### src/rtl/tetris_pkg.sv
// Shared types for the Tetris core: player commands, button indices and
// the auto-repeat state encoding used by the command producer.
package tetris_pkg;

    typedef enum logic [2:0] {
        CMD_NONE      = 3'd0,
        CMD_LEFT      = 3'd1,
        CMD_RIGHT     = 3'd2,
        CMD_ROTATE    = 3'd3,
        CMD_SOFT_DROP = 3'd4
    } command_t;

    localparam int unsigned NUM_BTN       = 4;
    localparam int unsigned BTN_LEFT      = 0;
    localparam int unsigned BTN_RIGHT     = 1;
    localparam int unsigned BTN_ROTATE    = 2;
    localparam int unsigned BTN_SOFT_DROP = 3;

    // Buttons that auto-repeat while held (ROTATE is excluded).
    localparam logic [NUM_BTN-1:0] REPEAT_MASK = 4'b1011;

    typedef enum logic [1:0] {
        RPT_IDLE   = 2'd0,
        RPT_DELAY  = 2'd1,
        RPT_REPEAT = 2'd2
    } rpt_state_e;

    function automatic int unsigned cnt_width(input int unsigned n);
        return (n <= 1) ? 1 : $clog2(n);
    endfunction

endpackage

### src/rtl/button_debounce.sv
// One button: 2-flop synchronizer, stable-count debounce and a
// one-cycle press pulse on the rising edge of the debounced level.
module button_debounce
    import tetris_pkg::*;
#(
    parameter int unsigned DEBOUNCE_CYCLES = 50000
) (
    input  logic clk,
    input  logic reset,
    input  logic raw,
    output logic level,
    output logic press
);

    localparam int unsigned   CW   = cnt_width(DEBOUNCE_CYCLES);
    localparam logic [CW-1:0] TERM = CW'(DEBOUNCE_CYCLES - 1);

    logic          sync1_q;
    logic          sync2_q;
    logic          level_q;
    logic          level_d;
    logic          level_dly_q;
    logic [CW-1:0] cnt_q;
    logic [CW-1:0] cnt_d;

    always_comb begin
        level_d = level_q;
        cnt_d   = '0;
        if (sync2_q != level_q) begin
            if (cnt_q == TERM) begin
                level_d = ~level_q;
            end else begin
                cnt_d = cnt_q + CW'(1);
            end
        end
    end

    always_ff @(posedge clk) begin
        if (reset) begin
            sync1_q     <= 1'b0;
            sync2_q     <= 1'b0;
            level_q     <= 1'b0;
            level_dly_q <= 1'b0;
            cnt_q       <= '0;
        end else begin
            sync1_q     <= raw;
            sync2_q     <= sync1_q;
            level_q     <= level_d;
            level_dly_q <= level_q;
            cnt_q       <= cnt_d;
        end
    end

    assign level = level_q;
    assign press = level_q & ~level_dly_q;

endmodule

### src/rtl/tetris_cmd_gen.sv
// Turns debounced button presses (with DAS auto-repeat) into command_t
// offers on a valid/ready handshake, one pending bit per command.
module tetris_cmd_gen
    import tetris_pkg::*;
#(
    parameter int unsigned DEBOUNCE_CYCLES = 50000,
    parameter int unsigned DAS_DELAY       = 8000000,
    parameter int unsigned REPEAT_PERIOD   = 2000000
) (
    input  logic               clk,
    input  logic               reset,
    input  logic [NUM_BTN-1:0] btn_raw,
    output command_t           cmd,
    output logic               cmd_valid,
    input  logic               cmd_ready,
    output logic [NUM_BTN-1:0] btn_level
);

    localparam int unsigned DAS_W = cnt_width(DAS_DELAY);
    localparam int unsigned REP_W = cnt_width(REPEAT_PERIOD);
    localparam int unsigned RCW   = (DAS_W > REP_W) ? DAS_W : REP_W;

    localparam logic [RCW-1:0] DAS_TERM = RCW'(DAS_DELAY - 1);
    localparam logic [RCW-1:0] REP_TERM = RCW'(REPEAT_PERIOD - 1);

    logic [NUM_BTN-1:0] level;
    logic [NUM_BTN-1:0] press;

    for (genvar g = 0; g < NUM_BTN; g++) begin : g_btn
        button_debounce #(
            .DEBOUNCE_CYCLES(DEBOUNCE_CYCLES)
        ) u_debounce (
            .clk  (clk),
            .reset(reset),
            .raw  (btn_raw[g]),
            .level(level[g]),
            .press(press[g])
        );
    end

    rpt_state_e         rpt_state_q [NUM_BTN];
    rpt_state_e         rpt_state_d [NUM_BTN];
    logic [RCW-1:0]     rpt_cnt_q   [NUM_BTN];
    logic [RCW-1:0]     rpt_cnt_d   [NUM_BTN];
    logic [NUM_BTN-1:0] rpt_evt;

    always_comb begin
        rpt_evt = '0;
        for (int unsigned i = 0; i < NUM_BTN; i++) begin
            rpt_state_d[i] = rpt_state_q[i];
            rpt_cnt_d[i]   = rpt_cnt_q[i];
            if (REPEAT_MASK[i]) begin
                case (rpt_state_q[i])
                    RPT_IDLE: begin
                        if (press[i]) begin
                            rpt_state_d[i] = RPT_DELAY;
                            rpt_cnt_d[i]   = '0;
                        end
                    end
                    RPT_DELAY: begin
                        if (!level[i]) begin
                            rpt_state_d[i] = RPT_IDLE;
                            rpt_cnt_d[i]   = '0;
                        end else if (rpt_cnt_q[i] == DAS_TERM) begin
                            rpt_evt[i]     = 1'b1;
                            rpt_state_d[i] = RPT_REPEAT;
                            rpt_cnt_d[i]   = '0;
                        end else begin
                            rpt_cnt_d[i] = rpt_cnt_q[i] + RCW'(1);
                        end
                    end
                    RPT_REPEAT: begin
                        if (!level[i]) begin
                            rpt_state_d[i] = RPT_IDLE;
                            rpt_cnt_d[i]   = '0;
                        end else if (rpt_cnt_q[i] == REP_TERM) begin
                            rpt_evt[i]   = 1'b1;
                            rpt_cnt_d[i] = '0;
                        end else begin
                            rpt_cnt_d[i] = rpt_cnt_q[i] + RCW'(1);
                        end
                    end
                    default: begin
                        rpt_state_d[i] = RPT_IDLE;
                        rpt_cnt_d[i]   = '0;
                    end
                endcase
            end else begin
                rpt_state_d[i] = RPT_IDLE;
                rpt_cnt_d[i]   = '0;
            end
        end
    end

    logic [NUM_BTN-1:0] pend_q;
    logic [NUM_BTN-1:0] pend_d;
    logic [NUM_BTN-1:0] sel;
    command_t           cmd_q;
    command_t           cmd_d;
    logic               valid_q;
    logic               valid_d;
    logic               free;

    assign free = !valid_q || cmd_ready;

    // The issued bit is cleared before new events are OR-ed in, so an
    // event landing on the issue edge re-arms its bit instead of vanishing.
    always_comb begin
        sel     = '0;
        cmd_d   = cmd_q;
        valid_d = valid_q;
        if (free) begin
            valid_d = 1'b1;
            if (pend_q[BTN_ROTATE]) begin
                sel[BTN_ROTATE] = 1'b1;
                cmd_d           = CMD_ROTATE;
            end else if (pend_q[BTN_LEFT]) begin
                sel[BTN_LEFT] = 1'b1;
                cmd_d         = CMD_LEFT;
            end else if (pend_q[BTN_RIGHT]) begin
                sel[BTN_RIGHT] = 1'b1;
                cmd_d          = CMD_RIGHT;
            end else if (pend_q[BTN_SOFT_DROP]) begin
                sel[BTN_SOFT_DROP] = 1'b1;
                cmd_d              = CMD_SOFT_DROP;
            end else begin
                valid_d = 1'b0;
                cmd_d   = CMD_NONE;
            end
        end
        pend_d = (pend_q & ~sel) | press | rpt_evt;
    end

    always_ff @(posedge clk) begin
        if (reset) begin
            pend_q  <= '0;
            cmd_q   <= CMD_NONE;
            valid_q <= 1'b0;
            for (int unsigned i = 0; i < NUM_BTN; i++) begin
                rpt_state_q[i] <= RPT_IDLE;
                rpt_cnt_q[i]   <= '0;
            end
        end else begin
            pend_q  <= pend_d;
            cmd_q   <= cmd_d;
            valid_q <= valid_d;
            for (int unsigned i = 0; i < NUM_BTN; i++) begin
                rpt_state_q[i] <= rpt_state_d[i];
                rpt_cnt_q[i]   <= rpt_cnt_d[i];
            end
        end
    end

    assign cmd       = cmd_q;
    assign cmd_valid = valid_q;
    assign btn_level = level;

endmodule

### config.mk
export PLATFORM = sky130hd
export DESIGN_NAME = tetris_cmd_gen
export DESIGN_NICKNAME = d
export VERILOG_FILES = /design/src/rtl/tetris_pkg.sv /design/src/rtl/button_debounce.sv /design/src/rtl/tetris_cmd_gen.sv
export SDC_FILE = /design/constraint.sdc
export NUM_CORES = 1
export LEC_CHECK = 0
export BUFFER_PORTS_ARGS = -buffer_cell sky130_fd_sc_hd__buf_2
export CELL_PAD_IN_SITES_DETAIL_PLACEMENT = 0
export CELL_PAD_IN_SITES_GLOBAL_PLACEMENT = 1
export CORE_MARGIN = 8
export CORE_UTILIZATION = 51
export DETAILED_ROUTE_END_ITERATION = 12
export GPL_TIMING_DRIVEN = 0
export HOLD_SLACK_MARGIN = 0.15
export PLACE_DENSITY_LB_ADDON = 0.05
export SYNTH_ARGS = -nofsm -noshare
export SYNTH_HDL_FRONTEND = slang
export SYNTH_SLANG_ARGS = --single-unit
### constraint.sdc
create_clock -name clk -period 5.1 [get_ports clk]
set_clock_uncertainty 0.2 [all_clocks]
set_input_delay 0.765 -clock clk [delete_from_list [all_inputs] [get_ports clk]]
set_output_delay 0.765 -clock clk [all_outputs]
set_load 0.05 [all_outputs]
==> impl_results.md <==
* Run status: completed
* Largest cells by area after synthesis: sky130_fd_sc_hd__dfxtp_1 (43%), sky130_fd_sc_hd__nor2_1 (8.0%), sky130_fd_sc_hd__xor2_1 (6.4%)
* Post-synthesis xor/xnor area fraction at 12.13%
* Met2 Track Usage GR at around 28%
* Overall via count from detail_route at between 6000 and 7000
* Die Footprint at 18860 µm²
* Post-CTS clock slew at the launch and capture registers of the worst setup and hold paths at 0.06 ns
* Multi-input combinational cell area at 4011 µm²
* Worst endpoint data arrival time at 3.11 ns
* Number of core rows at 44
* Yosys top cell by area: sky130_fd_sc_hd__dfxtp_1
* Pre-CTS setup slack at 2.129 ns
* Dominant combinational cell family by area after synthesis: simple AND/OR/NAND/NOR gates
* TritonCTS clock tree: yes
* Relative slew margins at between 40% and 50%
* Final Instance Count excl. Fillers at 1104
* Post-route ant nets at 0
* Number of inserted diodes at 0
* Leakage power figure at 0.002825 µW
* Synthesized Nets at 899
* Setup fix buffers added after clock tree synthesis at 0
* Hold buffers post-CTS at 0
* Clock insertion delay at the later pin of the skew report at 0.42 ns
* Share of flip-flops with an asynchronous set or reset after synthesis at 0%
* Utilization after layout at 57.63%
* Worst hold start: g_btn[1].u_debounce.sync1_q$_SDFF_PP0_
* Register cell area after layout at 3263 µm²
* Count of yosys warnings during synthesis at 0
* Mux share of post-synthesis cell area at 1.216%
* Most frequent standard cell in the layout excluding fill and tap cells: sky130_fd_sc_hd__dfxtp_1
* Global-route wire length before repair at around 27 mm
* Drt initial violations at 307
* End of the worst register-to-register path: rpt_cnt_q[0][37]$_SDFFE_PP0P_
* Detailed Route WL at 15.56 mm
* Share of the cycle needed by the critical path after routing at around three fifths
* Maximum number of pins on one net before global-route repair at 17
* Worst hold-check path type: reg2reg
* Data required time of the critical path at approximately 5.2 ns
* Max Clk Rate at 333.0 MHz
* Remaining DRCs at 0
* Max-cap viol count at 0
* Cell total after placement at 1074
* Number of primary I/O pins at 15
* Final min period at 3.003 ns
* Initial antenna violation count at 0
* Hold-critical path endpoint: g_btn[1].u_debounce.sync2_q$_SDFF_PP0_
* Hold path depth at 1
* Total power consumption of the routed design at 2555 µW
* Largest voltage drop on the vdd net at 0.0002651 V
* Final hold vios at 0
* Placer congestion estimate at 0.8194
* Distinct cells, synth at 62
* Number of levels the H-tree was split into at 4
* Clk Tree Root Cell: sky130_fd_sc_hd__clkbuf_16
* Seq/Total Area, Yosys at 43.45%
* Setup slack of the most critical reg-to-reg path at 2.10 ns
* Sum of net half-perimeters after detailed placement at 11.13 mm
* Die Y at 137.3 µm
* Core area at between 10000 and 15000 µm²
* Leading cell types in the layout, fill and taps excluded: sky130_fd_sc_hd__dfxtp_1 (163), sky130_fd_sc_hd__nor2_1 (160), sky130_fd_sc_hd__nand2_1 (65), sky130_fd_sc_hd__xor2_1 (55), sky130_fd_sc_hd__xnor2_1 (49)
* Post-synthesis average cell area at 8.573 µm²
* Horizontal die dimension at 137.3 µm
* Cell area power density at 306.2 nW/µm²
* Final global-route overflow total at 0
* Fraction of the mapped netlist area in compound gates at between 7 and 8%
* Post-layout net count at 932
* Post-layout worst setup margin at 2.097 ns
* Setup tns final at 0 ns
* Post-synth design cell area at 7510 µm²
* Pin slew with the least headroom to its limit at 0.8167 ns
* Routed length per instance at 14.09 µm
* Maximum net fanout on the critical path at 10
* Number of clock buffers inserted by TritonCTS at 17
* Category of the worst setup path capture point: register
* Number of endpoints failing setup at the final stage at 0
* Count of clock tree sinks at 163
* Count of buffers inserted at the top-level ports at 14
* Met1 capacity usage during global routing at 22.90%
* Source of the worst register-to-register timing path: rpt_cnt_q[0][23]$_SDFFE_PP0P_
* Number of synthesized register bits at 163
* Initial core utilization at 51.87%
* Number of global-route vias before repair at 5713
* Share of cells above drive strength 1 at 6.630%
* Number of enable-type register cells in the synthesized netlist at 0
* Synth Area in Simple Gates at 30.31%
* Max clock buf depth at 2
* Crit start category: register
* First-pass iteration count of the detailed router at 5
* Final Slew Violations at 0
* Synth Area in Adders at 2.666%
* Synth top area share at 43.45%
* Quantity of gates resized following cts at 0
* Filler cell count in the final layout at 1312
* Unrepaired setup endpoints after global routing: no
* Grt peak-use layer: met2
* Top FF cell, synth: sky130_fd_sc_hd__dfxtp_1
* Total Routing Usage GR at 17.54%
* Count of cells along the worst register-to-register path at 8
* Synthesis-to-layout area growth at 11.11%
* Type of the worst setup path: reg2reg
* Met3 Resource Use GR at ~4.5%
* Routed vias/inst at 5.513
* Syn Inst Count at slightly below 900
## kinds of logic (layout without fill, tap and decap cells)
group,after synthesis,after routing
fa+ha+maj,16,16
compound gates,80,80
simple gates,448,448
mux,9,9
flops,163,163
xor+xnor,104,104
buf+inv,56,100
## flip-flops by register name, summed over array words and instances, names as in the netlist
signal / flops
g_btn.u_debounce.sync2_q: 4
cmd_valid: 1
g_btn.u_debounce.cnt_q: 64
cmd: 3
pend_q: 4
g_btn.u_debounce.sync1_q: 4
g_btn.u_debounce.level_dly_q: 4
rpt_cnt_q: 69
rpt_state_q: 6
g_btn.u_debounce.level: 4
## per-stage QoR
stage               area (µm²)  hold slack (ns)
floorplan                 7510           0.2130
finish                    8344           0.2347
CTS                       8344           0.2371
global placement          7810           0.2229
detailed placement        7810           0.2309
global route              8344           0.2480
## worst max path at each step
stage / startpoint / to / slack (ns) / depth (start not counted)
2_1_floorplan: rpt_cnt_q[0][80]$_SDFFE_PP0P_ / rpt_cnt_q[0][73]$_SDFFE_PP0P_ / 2.64 / 7
3_3_place_gp: reset / cmd_valid$_SDFFE_PP0P_ / 2.13 / 5
3_5_place_dp: rpt_cnt_q[0][23]$_SDFFE_PP0P_ / rpt_cnt_q[0][37]$_SDFFE_PP0P_ / 2.13 / 8
4_1_cts: rpt_cnt_q[0][23]$_SDFFE_PP0P_ / rpt_cnt_q[0][37]$_SDFFE_PP0P_ / 2.13 / 8
5_1_grt: rpt_cnt_q[0][23]$_SDFFE_PP0P_ / rpt_cnt_q[0][37]$_SDFFE_PP0P_ / 1.89 / 8
6_report: rpt_cnt_q[0][23]$_SDFFE_PP0P_ / rpt_cnt_q[0][37]$_SDFFE_PP0P_ / 2.10 / 8
## worst max-delay path, stage by stage, from the launching register on
cell and delay, ns:
sky130_fd_sc_hd__dfxtp_1 0.37, sky130_fd_sc_hd__ha_1 0.16, sky130_fd_sc_hd__clkbuf_1 0.29, sky130_fd_sc_hd__nand4b_1 0.31, sky130_fd_sc_hd__o311ai_1 0.59, sky130_fd_sc_hd__a21oi_1 0.32, sky130_fd_sc_hd__nor2_2 0.31, sky130_fd_sc_hd__buf_2 0.27
sky130_fd_sc_hd__nor2_1 0.08
## layout make-up
type / count / area share [%]
well taps: 184 / 2.759
plain buffers: 29 / 1.604
flip-flops and latches: 163 / 39.11
clock inverters: 9 / 1.005
inverters: 27 / 1.215
multi-input cells: 657 / 48.07
repair buffers: 14 / 0.8397
clock buffers: 21 / 5.398
## where the power goes
group	leakage (µW)	total [µW]	internal, µW	switching (µW)
sequential	0.00131	1280	1280	4.50
combinational	0.00126	97.1	29.6	67.5
clock	0.000251	1170	677	496
total	0.00283	2560	1990	568
## Yosys cell counts, types with 2 or more instances
library cell               count
sky130_fd_sc_hd__a31oi_1       7
sky130_fd_sc_hd__inv_1        27
sky130_fd_sc_hd__nand2b_1      3
sky130_fd_sc_hd__o31ai_1       5
sky130_fd_sc_hd__o22ai_1       3
sky130_fd_sc_hd__or3b_2        2
sky130_fd_sc_hd__ha_1         16
sky130_fd_sc_hd__o2bb2a_1      2
sky130_fd_sc_hd__o21ai_1       2
sky130_fd_sc_hd__nor4_1       15
sky130_fd_sc_hd__or4_1         7
sky130_fd_sc_hd__nor3_1       26
sky130_fd_sc_hd__a22oi_1       3
sky130_fd_sc_hd__nor2b_1      14
sky130_fd_sc_hd__xnor2_1      49
sky130_fd_sc_hd__mux2i_1       8
sky130_fd_sc_hd__o21a_1        5
sky130_fd_sc_hd__o21ai_0      13
sky130_fd_sc_hd__nor3b_1       6
sky130_fd_sc_hd__nand4b_1     14
sky130_fd_sc_hd__nand2_1      65
sky130_fd_sc_hd__clkbuf_1     19
sky130_fd_sc_hd__nand3_1      48
sky130_fd_sc_hd__and2_1        6
sky130_fd_sc_hd__nor2_1      160
sky130_fd_sc_hd__nor4b_1       7
sky130_fd_sc_hd__buf_1         3
sky130_fd_sc_hd__buf_2         2
sky130_fd_sc_hd__or3_1        10
sky130_fd_sc_hd__and3_1       15
sky130_fd_sc_hd__xor2_1       55
sky130_fd_sc_hd__and4b_1       2
sky130_fd_sc_hd__a21oi_1      22
sky130_fd_sc_hd__a21o_1        4
sky130_fd_sc_hd__buf_4         4
sky130_fd_sc_hd__o41ai_1       2
sky130_fd_sc_hd__nand4_1      33
sky130_fd_sc_hd__and4_1        6
sky130_fd_sc_hd__dfxtp_1     163
## metal layers
layer	vias to the layer above	wire, µm
met3	16	478
li1	3100	-
met2	80	7175
met5	-	0
met4	0	163
met1	2890	7738
(Power assumes the default switching activity.)
